--- src/rtl/proc_pkg.sv ---
// Shared definitions for the unified memory arbiter slice.
// Holds the transaction-sequencer state encoding and the owner encoding
// used by the arbiter top and its winner-select sub-module.
package proc_pkg;

    // Transaction sequencer states
    localparam logic [1:0] IDLE = 2'd0;
    localparam logic [1:0] REQ  = 2'd1;
    localparam logic [1:0] RESP = 2'd2;
    localparam logic [1:0] DONE = 2'd3;

    // Owner of the transaction in flight
    localparam logic OWN_I = 1'b0;
    localparam logic OWN_D = 1'b1;

    // Width of a counter that must hold values 0..limit inclusive
    function automatic int cnt_width(input int limit);
        return (limit < 1) ? 1 : $clog2(limit + 1);
    endfunction

endpackage

--- src/rtl/unified_mem_arbiter_pick.sv ---
// mem_arb_pick: winner select and starvation counter.
// Data has fixed priority over fetch, except when fetch has been passed over
// STARVE_LIMIT times in a row while requesting; then fetch is forced to win.
// Ports:
//   clk, rst  - clock, asynchronous active-low reset
//   i_req     - fetch request
//   d_req     - data request
//   grant     - strobe: a transaction is being granted this cycle
//   winner    - OWN_I / OWN_D, valid whenever at least one request is high
module mem_arb_pick
    import proc_pkg::*;
#(
    parameter int STARVE_LIMIT = 4
) (
    input  logic clk,
    input  logic rst,
    input  logic i_req,
    input  logic d_req,
    input  logic grant,
    output logic winner
);

    localparam int CNT_W = cnt_width(STARVE_LIMIT);
    localparam logic [CNT_W-1:0] LIMIT = CNT_W'(STARVE_LIMIT);

    logic [CNT_W-1:0] starve_cnt_q;
    logic [CNT_W-1:0] starve_cnt_d;
    logic             starved_s;

    assign starved_s = (starve_cnt_q == LIMIT);

    // Winner select: data first unless fetch is both pending and starved
    always_comb begin
        if (d_req && !(i_req && starved_s)) begin
            winner = OWN_D;
        end else begin
            winner = OWN_I;
        end
    end

    // Starvation counter next state: only data grants over a waiting fetch count
    always_comb begin
        starve_cnt_d = starve_cnt_q;
        if (grant) begin
            if (winner == OWN_I) begin
                starve_cnt_d = '0;
            end else if (i_req && !starved_s) begin
                starve_cnt_d = starve_cnt_q + CNT_W'(1);
            end else begin
                starve_cnt_d = starve_cnt_q;
            end
        end else begin
            starve_cnt_d = starve_cnt_q;
        end
    end

    // Starvation counter register
    always_ff @(posedge clk or negedge rst) begin
        if (!rst) begin
            starve_cnt_q <= '0;
        end else begin
            starve_cnt_q <= starve_cnt_d;
        end
    end

endmodule

--- src/rtl/unified_mem_arbiter.sv ---
// unified_mem_arbiter: shares one single-ported memory between the core's
// instruction-fetch port (read-only) and data port (load/store).
// One transaction at a time: IDLE -> REQ -> RESP -> DONE -> IDLE.
// Ports:
//   clk, rst                 - clock, asynchronous active-low reset
//   i_req/i_addr             - fetch request (held until i_done)
//   i_done/i_rdata           - fetch completion pulse and held read data
//   d_req/d_we/d_addr/d_wdata/d_be - data request (held until d_done)
//   d_done/d_rdata           - data completion pulse and held load data
//   mem_req/mem_we/mem_addr/mem_wdata/mem_be - memory request side
//   mem_ready                - memory accepts the request
//   mem_rvalid/mem_rdata     - memory response
module unified_mem_arbiter
    import proc_pkg::*;
#(
    parameter int ADDR_W       = 32,
    parameter int DATA_W       = 32,
    parameter int STARVE_LIMIT = 4
) (
    input  logic                clk,
    input  logic                rst,
    input  logic                i_req,
    input  logic [ADDR_W-1:0]   i_addr,
    output logic                i_done,
    output logic [DATA_W-1:0]   i_rdata,
    input  logic                d_req,
    input  logic                d_we,
    input  logic [ADDR_W-1:0]   d_addr,
    input  logic [DATA_W-1:0]   d_wdata,
    input  logic [DATA_W/8-1:0] d_be,
    output logic                d_done,
    output logic [DATA_W-1:0]   d_rdata,
    output logic                mem_req,
    output logic                mem_we,
    output logic [ADDR_W-1:0]   mem_addr,
    output logic [DATA_W-1:0]   mem_wdata,
    output logic [DATA_W/8-1:0] mem_be,
    input  logic                mem_ready,
    input  logic                mem_rvalid,
    input  logic [DATA_W-1:0]   mem_rdata
);

    localparam int BE_W = DATA_W / 8;

    logic [1:0]        state_q,   state_d;
    logic              owner_q,   owner_d;
    logic [ADDR_W-1:0] addr_q,    addr_d;
    logic              we_q,      we_d;
    logic [DATA_W-1:0] wdata_q,   wdata_d;
    logic [BE_W-1:0]   be_q,      be_d;
    logic              mem_req_q, mem_req_d;
    logic              i_done_q,  i_done_d;
    logic              d_done_q,  d_done_d;
    logic [DATA_W-1:0] i_rdata_q, i_rdata_d;
    logic [DATA_W-1:0] d_rdata_q, d_rdata_d;

    logic grant_s;
    logic winner_s;

    // Requester inputs only matter while idle
    assign grant_s = (state_q == IDLE) && (i_req || d_req);

    mem_arb_pick #(
        .STARVE_LIMIT(STARVE_LIMIT)
    ) u_pick (
        .clk    (clk),
        .rst    (rst),
        .i_req  (i_req),
        .d_req  (d_req),
        .grant  (grant_s),
        .winner (winner_s)
    );

    // Sequencer next state, request latching and response capture
    always_comb begin
        state_d   = state_q;
        owner_d   = owner_q;
        addr_d    = addr_q;
        we_d      = we_q;
        wdata_d   = wdata_q;
        be_d      = be_q;
        i_rdata_d = i_rdata_q;
        d_rdata_d = d_rdata_q;
        case (state_q)
            IDLE: begin
                if (grant_s) begin
                    state_d = REQ;
                    owner_d = winner_s;
                    if (winner_s == OWN_D) begin
                        addr_d  = d_addr;
                        we_d    = d_we;
                        wdata_d = d_wdata;
                        be_d    = d_be;
                    end else begin
                        addr_d  = i_addr;
                        we_d    = 1'b0;
                        wdata_d = '0;
                        be_d    = '1;
                    end
                end else begin
                    state_d = IDLE;
                end
            end
            REQ: begin
                if (mem_ready) begin
                    state_d = RESP;
                end else begin
                    state_d = REQ;
                end
            end
            RESP: begin
                if (mem_rvalid) begin
                    state_d = DONE;
                    // Store acks carry no data; d_rdata keeps the last load
                    if (owner_q == OWN_I) begin
                        i_rdata_d = mem_rdata;
                    end else if (!we_q) begin
                        d_rdata_d = mem_rdata;
                    end else begin
                        d_rdata_d = d_rdata_q;
                    end
                end else begin
                    state_d = RESP;
                end
            end
            DONE: begin
                state_d = IDLE;
            end
            default: begin
                state_d = IDLE;
            end
        endcase
        // Outputs are registered, so decode them from the next state
        mem_req_d = (state_d == REQ);
        i_done_d  = (state_d == DONE) && (owner_q == OWN_I);
        d_done_d  = (state_d == DONE) && (owner_q == OWN_D);
    end

    // State, latched request and registered outputs
    always_ff @(posedge clk or negedge rst) begin
        if (!rst) begin
            state_q   <= IDLE;
            owner_q   <= OWN_I;
            addr_q    <= '0;
            we_q      <= 1'b0;
            wdata_q   <= '0;
            be_q      <= '0;
            mem_req_q <= 1'b0;
            i_done_q  <= 1'b0;
            d_done_q  <= 1'b0;
            i_rdata_q <= '0;
            d_rdata_q <= '0;
        end else begin
            state_q   <= state_d;
            owner_q   <= owner_d;
            addr_q    <= addr_d;
            we_q      <= we_d;
            wdata_q   <= wdata_d;
            be_q      <= be_d;
            mem_req_q <= mem_req_d;
            i_done_q  <= i_done_d;
            d_done_q  <= d_done_d;
            i_rdata_q <= i_rdata_d;
            d_rdata_q <= d_rdata_d;
        end
    end

    assign mem_req   = mem_req_q;
    assign mem_we    = we_q;
    assign mem_addr  = addr_q;
    assign mem_wdata = wdata_q;
    assign mem_be    = be_q;
    assign i_done    = i_done_q;
    assign i_rdata   = i_rdata_q;
    assign d_done    = d_done_q;
    assign d_rdata   = d_rdata_q;

endmodule
--- config.mk ---
export PLATFORM = sky130hd
export DESIGN_NAME = unified_mem_arbiter
export DESIGN_NICKNAME = d
export VERILOG_FILES = /design/src/rtl/proc_pkg.sv /design/src/rtl/unified_mem_arbiter_pick.sv /design/src/rtl/unified_mem_arbiter.sv
export SDC_FILE = /design/constraint.sdc
export NUM_CORES = 1
export LEC_CHECK = 0
export ABC_AREA = 1
export ABC_CLOCK_PERIOD_IN_PS = 1600
export CAP_MARGIN = 0
export CORE_ASPECT_RATIO = 0.9
export CORE_MARGIN = 5
export CORE_UTILIZATION = 40
export DETAILED_ROUTE_END_ITERATION = 12
export GPL_TIMING_DRIVEN = 0
export HOLD_SLACK_MARGIN = 0.1
export PLACE_DENSITY = 0.77
export SETUP_SLACK_MARGIN = 0.3
export SYNTH_ARGS = -nofsm -noshare
export SYNTH_HDL_FRONTEND = slang
export SYNTH_SLANG_ARGS = --single-unit
--- constraint.sdc ---
create_clock -name clk -period 1.6 [get_ports clk]
set_input_delay 0.4 -clock clk [delete_from_list [all_inputs] [get_ports clk]]
set_output_delay 0.4 -clock clk [all_outputs]
set_load 0.01 [all_outputs]
## Word level (Yosys, flattened, before mapping)

Index checks and enable logic that the tools add are counted.

| storage, ports and cells | value |
|---|---|
| logic and storage cells | 47 |
| bits in registers | 142 |
| input port bits | 139 |
| output and inout port bits | 136 |

| operators by class | value |
|---|---|
| bitwise operators | 2 |
| equality and inequality tests | 7 |
| add/sub/neg operators | 1 |
| mux-type cells | 11 |
| reductions and logical operators | 14 |

Operators with widths:

| kind | count |
|---|---|
| $mux W32 | 2 |
| $pmux W2 S4 | 1 |
| $eq A2 B2 Y1 const B | 3 |
| $logic_and A1 B1 Y1 | 6 |
| $mux W3 | 2 |
| $eq A2 B1 Y1 const B | 2 |
| $mux W1 | 4 |
| $mux W4 | 1 |
| $reduce_and A2 Y1 | 2 |
| $reduce_and A4 Y1 | 1 |
| $add A3 B1 Y3 const B | 1 |
| $eq A3 B3 Y1 const B | 1 |
| $reduce_and A3 Y1 | 1 |
| $logic_not A1 Y1 | 2 |
| $logic_not A2 Y1 | 1 |
| $mux W2 | 1 |
| $ne A2 B1 Y1 const B | 1 |
| $not A1 Y1 | 2 |
| $logic_or A1 B1 Y1 | 1 |

## Depth between registers and ports, before layout

Gate-level depths: netlist of the first run.

| logic depth | value |
|---|---|
| depth after elaboration | 7 |
| gate-level depth with buffers | 9 |
| gate-level depth less buffers | 7 |

## By module

From an unflattened synthesis of the first run, not the netlist that was laid out.

| unflattened totals | value |
|---|---|
| cells, all modules | 733 |
| area, all modules | 6,014.5 µm² |

By module, submodules not included:

| module | instances | cells an instance | area each (µm²) | sequential area each (µm²) |
|---|---|---|---|---|
| unified_mem_arbiter | 1 | 705 | 5,810.6 | 3,478.3 |
| mem_arb_pick | 1 | 28 | 203.9 | 75.1 |

## Worst setup path before layout of the first run

Ideal clock, no wire load.

| timing path | value |
|---|---|
| kind | register -> register |
| start | register u_pick.starve_cnt_q[0] |
| end | register be_q[0], in the netlist mem_be[0] |
| library setup time | 0.123 ns |
| data required time | 1.477 ns |
| clock period less this slack | 1.350 ns |
| path buffers | 2 |
| slack | 0.250 ns |
| arrival time | 1.227 ns |
| cell stages (with the launch flop) | 9 |
| cell sequence | dfrtp_1 -> inv_1 -> ha_1 -> nand3_2 -> nand2_4 -> buf_6 -> buf_6 -> o21ai_0 -> nand2_1 |

| between the ends | value |
|---|---|
| cells in the longest elaborated chain, start to end | 6 |

Ends and longest elaborated chain:

| element | RTL line | source |
|---|---|---|
| from (decl) | unified_mem_arbiter_pick.sv:26 | `logic [CNT_W-1:0] starve_cnt_q;` |
| from (signal assigned) | unified_mem_arbiter_pick.sv:62 | `starve_cnt_q <= starve_cnt_d;` |
| $eq A3 B3 Y1 | unified_mem_arbiter_pick.sv:30 | `assign starved_s = (starve_cnt_q == LIMIT);` |
| $logic_and A1 B1 Y1 | unified_mem_arbiter_pick.sv:34 | `if (d_req && !(i_req && starved_s)) begin` |
| $logic_not A1 Y1 | unified_mem_arbiter_pick.sv:34 |  |
| $logic_and A1 B1 Y1 | unified_mem_arbiter_pick.sv:34 |  |
| $mux W1 | unified_mem_arbiter_pick.sv:34 |  |
| $mux W4 | unified_mem_arbiter.sv:89 | `if (winner_s == OWN_D) begin` |
| to (signal assigned) | unified_mem_arbiter.sv:147 | `be_q <= '0;` |
| to (signal assigned) | unified_mem_arbiter.sv:159 | `be_q <= be_d;` |
| to (decl) | unified_mem_arbiter.sv:50 | `logic [BE_W-1:0] be_q, be_d;` |

Every way passes these cells.
A chain may end at the register's enable or synchronous reset.

## Worst setup path in the final report of the first run

| timing path | value |
|---|---|
| start | register state_q[0] |
| end | register addr_q[18], in the netlist mem_addr[18] |

| between the ends | value |
|---|---|
| cells in the longest elaborated chain, start to end | 3 |

Ends and longest elaborated chain:

| element | RTL line | source |
|---|---|---|
| from (decl) | unified_mem_arbiter.sv:45 | `logic [1:0] state_q, state_d;` |
| from (signal assigned) | unified_mem_arbiter.sv:154 | `state_q <= state_d;` |
| $logic_not A2 Y1 (*) | unified_mem_arbiter.sv:61, unified_mem_arbiter.sv:84 |  |
| $logic_and A1 B1 Y1 | unified_mem_arbiter.sv:61 | `assign grant_s = (state_q == IDLE) && (i_req \|\| d_req);` |
| $reduce_and A2 Y1 (no line) (*) | n/a |  |
| to (signal assigned) | unified_mem_arbiter.sv:156 | `addr_q <= addr_d;` |
| to (decl) | unified_mem_arbiter.sv:47 | `logic [ADDR_W-1:0] addr_q, addr_d;` |

Mark *: on every way between the ends. The rest lies on a longest branch, timed or not.

==> results of run 1 <==
[metal layers]
layer / share of wire (%) / track usage [%] / up-vias
met4: 1.2 / 5.87 / 0
met3: 9.9 / 9.48 / 20
met1: 39 / 27.3 / 2962
li1: - / - / 2974
met2: 50 / 35.9 / 292
met5: 0 / 0 / -
[stage by stage]
| stage | total power, mW | TNS [ns] | util [%] | hold WS (ns) | instances |
|---|---|---|---|---|---|
| 2_1_floorplan | 9.57 | 0 | - | 0.104 | 715 |
| 3_3_place_gp | 14.2 | -820.28 | 61.1 | 0.461 | 1186 |
| 3_5_place_dp | 14.4 | -31.94 | 61.3 | 0.373 | 1187 |
| 4_1_cts | 18.9 | 0 | 67.5 | -0.0678 | 1272 |
| 5_1_grt | 22.0 | 0 | 74.6 | -0.0513 | 1323 |
| 6_report | 20.8 | 0 | 74.6 | -0.0741 | 1323 |
[worst paths after layout]
path / start / end / cells past startpoint
max in group asynchronous: rst / state_q[0] / 2
worst min-delay path: rst / d_rdata[16] / 1
worst max-delay path: state_q[0] / mem_addr[18] / 6
min in group clk: mem_rvalid / d_done / 5
worst min register to register: mem_be[2] / mem_be[2] / 2
worst max register to register: state_q[0] / mem_addr[18] / 6
[where the power goes]
part	switching, mW	internal (mW)	total (mW)	leakage, nW
Combinational	4.71	5.46	10.2	3.83
Sequential	1.18	5.32	6.50	1.79
Clock	1.44	2.72	4.17	0.309
Total	7.33	13.5	20.8	5.93
[state kept, by name, summed over array words and instances, names as in the netlist, 2 cells and up]
register and cells:
d_rdata 32, i_rdata 32, mem_addr 32, mem_wdata 32, mem_be 4, u_pick.starve_cnt_q 3, state_q 2
[worst register-to-register path, stage by stage (launching register included)]
cell	delay (ns)
dfrtp_2	0.45
nor2_4	0.19
o21ai_4	0.11
inv_2	0.23
buf_4	0.25
nand3_1	0.13
nand2_1	0.09
[placed cells by master (no fill, tap or decap), types with 4 or more instances in the layout]
cell	Yosys	routed
bufinv_16	0	4
o21ai_2	0	6
buf_4	11	97
buf_8	0	10
clkdlybuf4s50_1	0	134
clkbuf_16	0	20
nand2_4	1	9
nand3_2	1	26
buf_2	17	51
clkbuf_1	7	4
o21ai_0	12	4
o21ai_1	57	58
inv_1	104	101
dfrtp_1	142	141
nand2_1	280	236
nand2_2	0	35
buf_6	3	110
nand3_1	68	42
[area by class of cell]
class	count	share of cell area, %
multi-input cells	430	20.1
repair buffers	379	32.4
clock buffers	21	4.27
clock inverters	10	1.45
plain buffers	38	3.61
flip-flops and latches	142	32.3
well taps	198	2.25
inverters	105	3.60
[logic make-up (layout without fill, tap and decap cells)]
logic type / Yosys count / after routing / synth area share [%]
compound gates: 71 / 71 / 6.08
xor+xnor: 1 / 1 / 0.145
fa+ha+maj: 2 / 2 / 0.415
buf+inv: 143 / 553 / 10.3
flops: 142 / 142 / 59.0
simple gates: 356 / 356 / 24.1
[what timing repair did]
action	in CTS	in global routing
gates resized for setup	650	178
pin swaps	11	29
hold endpoints to repair	49	49
buffers inserted	52	44
cloned	2	7
setup endpoints to repair	274	273
==> results.md, run 1 <==
- Critical path launch point type: register
- Synthesis-to-finish area growth: 82.7%
- Number of global-route vias before repair: 5,830
- Clock Skew: 0.0102 ns
- N_diodes: 0
- Fin area: 11,000 um2
- Register area share after synthesis: 59.0%
- Fmax: 666 MHz
- Fin. max-slew vios: 0
- Final hold viol count: 49
- Crit-path cells: nor2_4 -> o21ai_4 -> inv_2 -> buf_4 -> nand3_1 -> nand2_1
- TritonCTS clock tree: yes
- Final wirelength: 22,600 um
- Die area: 17,600 um2
- # fillers: 971
- RSZ-0062 raised after global routing: yes
- Clk root buf: clkbuf_16
- Setup violators final: 0
- # IOs: 275
- Status: finished, violations left
- Top area cells in the synthesized netlist: dfrtp_1, nand2_1, inv_1
- Dpl hpwl: 14,300 um
- Placed Area: 9050 um2
- Die width: 139 um
- Failing checks: hold timing
- Multi-input logic area: 2210 um2
- Crit path max-delay cell type: dfrtp_2
- Synth Area per Inst: 8.43 um2
- Synth top cells by count: nand2_1, dfrtp_1, inv_1
- WL per Instance: 17.1 um
- Worst endpoint data arrival time: 1.85 ns
- Pwr Density: 1890 nW/um2
- Max-slew headroom: 59.5%
- Post-layout net count: 1,254
- Clock Tree Buf Depth: 2
- Worst slew pin tran: 0.607 ns
- Setup crit end kind: register
- Max FO, Critical Path: 10
- Warnings, synthesis: 0
- Largest net degree at the start of global routing: 94
- Die Ht: 126 um
- Count of different cell masters after synthesis: 21
- Fin Hold WS: -0.0741 ns
- EDFF count, synth: 0
- Post-Syn Area: 6030 um2
- Register area: 3550 um2
- GP Congestion: 0.900
- Vias post-DR: 6,248
- Fin worst setup slack: 0.0985 ns
- Yosys reg bits: 142
- Main flop type after synthesis: dfrtp_1
- Post-synth top area share: 59.0%
- Initial Util: 40.8%
- Synth area leader: dfrtp_1
- Max incr delay on CP: 0.45 ns
- IO buf count: 273
- Top delay family on crit path: buffers and inverters
- Clock sink total: 142
- Crit path buffers/inverters: 2
- GRT Util Overall: 22.1%
- CP required: 1.95 ns
- Core Region: 14,800 um2
- Most common cell in the netlist: nand2_1
- Flop-to-flop setup slack: 0.1 ns
- First-pass GRT wire length: 30,900 um
- CTS Buf Count: 17
- Row Count: 42
- Setup WS pre-CTS: -0.334 ns
- Drt first pass iters: 5
- Vias per inst: 4.72
- Syn Nets: 856
- Gr ovfl total: 0
- Register clock-pin slew on the reported worst setup and hold paths: 0.06 ns
- Initial DRC Count: 299
- H-tree levels: 4
- Hold Crit Class: in -> async
- Peak supply drop: 0.818 mV
- Crit Path Class: reg -> reg
- Antenna Violating Nets Remaining: 0
- Post-route minimum period: 1.50 ns
- Antenna violations before repair: 0
- Leakage power: 5.93 nW
- DRC violations left: 0
- Max-cap viol count: 0
- Syn Inst Count: 715
- Skew-Pair Late Insertion Delay: 0.41 ns
- Async set-reset flop share out of synthesis: 100%
- Final Cycle Share: 93.8%
- Layout cells sized above 1: 35.4%
Note: power is estimated with default switching activity, not from simulation.
==> run 2, diff against run 1 <==
--- a/config.mk
+++ b/config.mk
@@ -12,9 +12,11 @@
 export CORE_MARGIN = 5
 export CORE_UTILIZATION = 40
 export DETAILED_ROUTE_END_ITERATION = 12
+export GPL_ROUTABILITY_DRIVEN = 0
 export GPL_TIMING_DRIVEN = 0
 export HOLD_SLACK_MARGIN = 0.1
 export PLACE_DENSITY = 0.77
+export RECOVER_POWER = 50
 export SETUP_SLACK_MARGIN = 0.3
 export SYNTH_ARGS = -nofsm -noshare
 export SYNTH_HDL_FRONTEND = slang
==> run 2 against run 1 <==
  * The run still ends with hold timing left
  * Total power fell by 0.72%
  * First-iteration DRC count is 11% higher
  * Worst setup slack better by 0.0062 ns
  * Global-route usage unchanged
  * Cell area down 0.82%
  * Register-to-register slack barely moved
  * Non-clock buffer count stayed put
  * Flip-flop and latch count stayed put
  * Clock power about the same
  * Final cell count is the same
  * Hold slack worse by 0.0032 ns
==> results.md, run 2 (synthesis gave the netlist of run 1 again) <==
- WL per Instance: 17.1 um (+0.20%)
- Row Count: 42 (unchanged)
- Layout cells sized above 1: 34.8% (-0.53 points)
- Register clock-pin slew on the reported worst setup and hold paths: 0.06 ns (about the same)
- N_diodes: 0 (unchanged)
- Final wirelength: 22,600 um (+0.20%)
- Leakage power: 5.90 nW (-0.44%)
- Pwr Density: 1890 nW/um2 (+0.10%)
- Peak supply drop: 0.817 mV (-0.12%)
- Most frequent cells in the layout: nand2_1, dfrtp_1, clkdlybuf4s50_1
- Setup WS pre-CTS: -0.334 ns (unchanged)
- H-tree levels: 4 (unchanged)
- Drt first pass iters: 5 (unchanged)
- Final hold viol count: 49 (unchanged)
- # IOs: 275 (unchanged)
- Final Cycle Share: 93.5% (-0.39 points)
- Dpl hpwl: 14,300 um (unchanged)
- Number of global-route vias before repair: 5,830 (unchanged)
- CTS Buf Count: 17 (unchanged)
- Antenna Violating Nets Remaining: 0 (unchanged)
- Critical path launch point type: register
- IO buf count: 273 (unchanged)
- Post-route minimum period: 1.50 ns (-0.00618 ns)
- # fillers: 989 (+1.9%)
- Gr ovfl total: 0 (unchanged)
- Setup violators final: 0 (unchanged)
- Initial DRC Count: 332 (+11%)
- Fin worst setup slack: 0.105 ns (+0.00618 ns)
- Skew-Pair Late Insertion Delay: 0.41 ns (about the same)
- DR top layer: met4
- Post-Route M1 WL: 8710 um (-0.26%)
- Setup TNS: 0 ns (unchanged)
- Clock Skew: 0.00770 ns (-0.00248 ns)
- Placed insts: 1,187 (unchanged)
- Setup crit end kind: register
- Largest net degree at the start of global routing: 94 (unchanged)
- Vias post-DR: 6,261 (+0.21%)
- Fin Hold WS: -0.0773 ns (-0.00318 ns)
- Register area: 3550 um2 (about the same)
- Most common cell after layout, fill and taps aside: nand2_1
- Synthesis-to-finish area growth: 81.2%
- Status: finished, violations left
- Failing checks: hold timing
- Die Ht: 126 um (unchanged)
- Multi-input logic area: 2190 um2 (-0.85%)
- Placed Area: 9050 um2 (unchanged)
- Vias per inst: 4.73 (+0.21%)
- Clock sink total: 142 (unchanged)
- Hold Crit Class: in -> async
- Clk root buf: clkbuf_16
- Fin area: 10,900 um2 (-0.82%)
- CP required: 1.87 ns (-0.08 ns)
- Die area: 17,600 um2 (unchanged)
- First-pass GRT wire length: 30,900 um (unchanged)
- Initial Util: 40.8% (unchanged)
- Fin cells: 1,323 (unchanged)
- Met3 wire len: 2270 um (+1.3%)
- Fin. max-slew vios: 0 (unchanged)
- Core Region: 14,800 um2 (unchanged)
- RSZ-0062 raised after global routing: yes
- TritonCTS clock tree: yes
- Post-layout net count: 1,254 (unchanged)
- Crit Path Class: reg -> reg
- Worst slew pin tran: 0.834 ns (+0.227 ns)
- DRC violations left: 0 (unchanged)
- Max FO, Critical Path: 8 (-2)
- Routed met2 length: 11,300 um (+0.17%)
- GRT Util Overall: 22.1% (unchanged)
- Antenna violations before repair: 0 (unchanged)
- Fmax: 669 MHz (+0.41%)
- Max-cap viol count: 0 (unchanged)
- Clock Tree Buf Depth: 2 (unchanged)
- Max-slew headroom: 44.4% (-15 points)
- Worst endpoint data arrival time: 1.76 ns (-0.09 ns)
- Die width: 139 um (unchanged)
-- run 2: cell types whose count changed in the layout (fill, tap and decap cells not counted), moves of 2 or more --
cell and delta:
clkbuf_1 +3, clkbuf_16 -2, o21ai_0 +23, o21ai_1 -23
-- run 2: final cells by class --
| cell class | count | share of cell area, % |
|---|---|---|
| timing repair buffer | 379 | 32.2 |
| buffer | 38 | 3.54 |
| sequential | 142 | 32.5 |
| clock buffer | 21 | 4.31 |
| clock inverter | 10 | 1.47 |
| inverter | 105 | 3.63 |
| multi-input combinational | 430 | 20.1 |
| tap | 198 | 2.27 |
-- run 2: worst paths after layout --
kind / startpoint / end / slack (ns) / depth (start not counted)
setup / recovery: state_q[1] / i_rdata[23] / 0.10 / 7
hold reg to reg: mem_be[2] / mem_be[2] / 0.48 / 2
hold / removal: rst / d_rdata[16] / -0.08 / 1
min in group clk: mem_rvalid / d_done / 0.41 / 5
max in group asynchronous: rst / u_pick.starve_cnt_q[0] / 0.49 / 2
setup reg to reg: state_q[1] / i_rdata[23] / 0.10 / 7
-- run 2: timing repair --
| action | 4_1_cts | 5_1_grt |
|---|---|---|
| endpoints found under the hold margin | 49 | 49 |
| pin swaps | 11 | 29 |
| resized for setup | 650 | 178 |
| buffers inserted | 52 | 44 |
| cloned | 2 | 7 |
| setup endpoints to repair | 274 | 273 |
-- run 2: per-layer routing --
metal | up-vias | global-route usage, %
li1 | 2973 | -
met1 | 2988 | 27.3
met2 | 277 | 35.9
met3 | 23 | 9.48
met4 | 0 | 5.87
met5 | - | 0
-- run 2: worst max-delay path, stage by stage, from the launching register on --
cell and delay, ns:
dfrtp_1 0.41, nand2_2 0.07, nor2_1 0.26, nand2_4 0.11, buf_12 0.17, clkbuf_1 0.18
nand2_1 0.08, o21ai_0 0.08
-- run 2: through the flow --
step	hold slack [ns]	util (%)	power, mW
3_3_place_gp	0.461	61.1	14.2
3_5_place_dp	0.373	61.3	14.4
5_1_grt	-0.0596	74.0	21.9
2_1_floorplan	0.104	-	9.57
4_1_cts	-0.0678	67.5	18.9
6_report	-0.0773	74.0	20.7
-- run 2: power breakdown --
| group | internal (mW) | switching [mW] |
|---|---|---|
| sequential | 5.32 | 1.18 |
| combinational | 5.35 | 4.66 |
| clock | 2.73 | 1.45 |
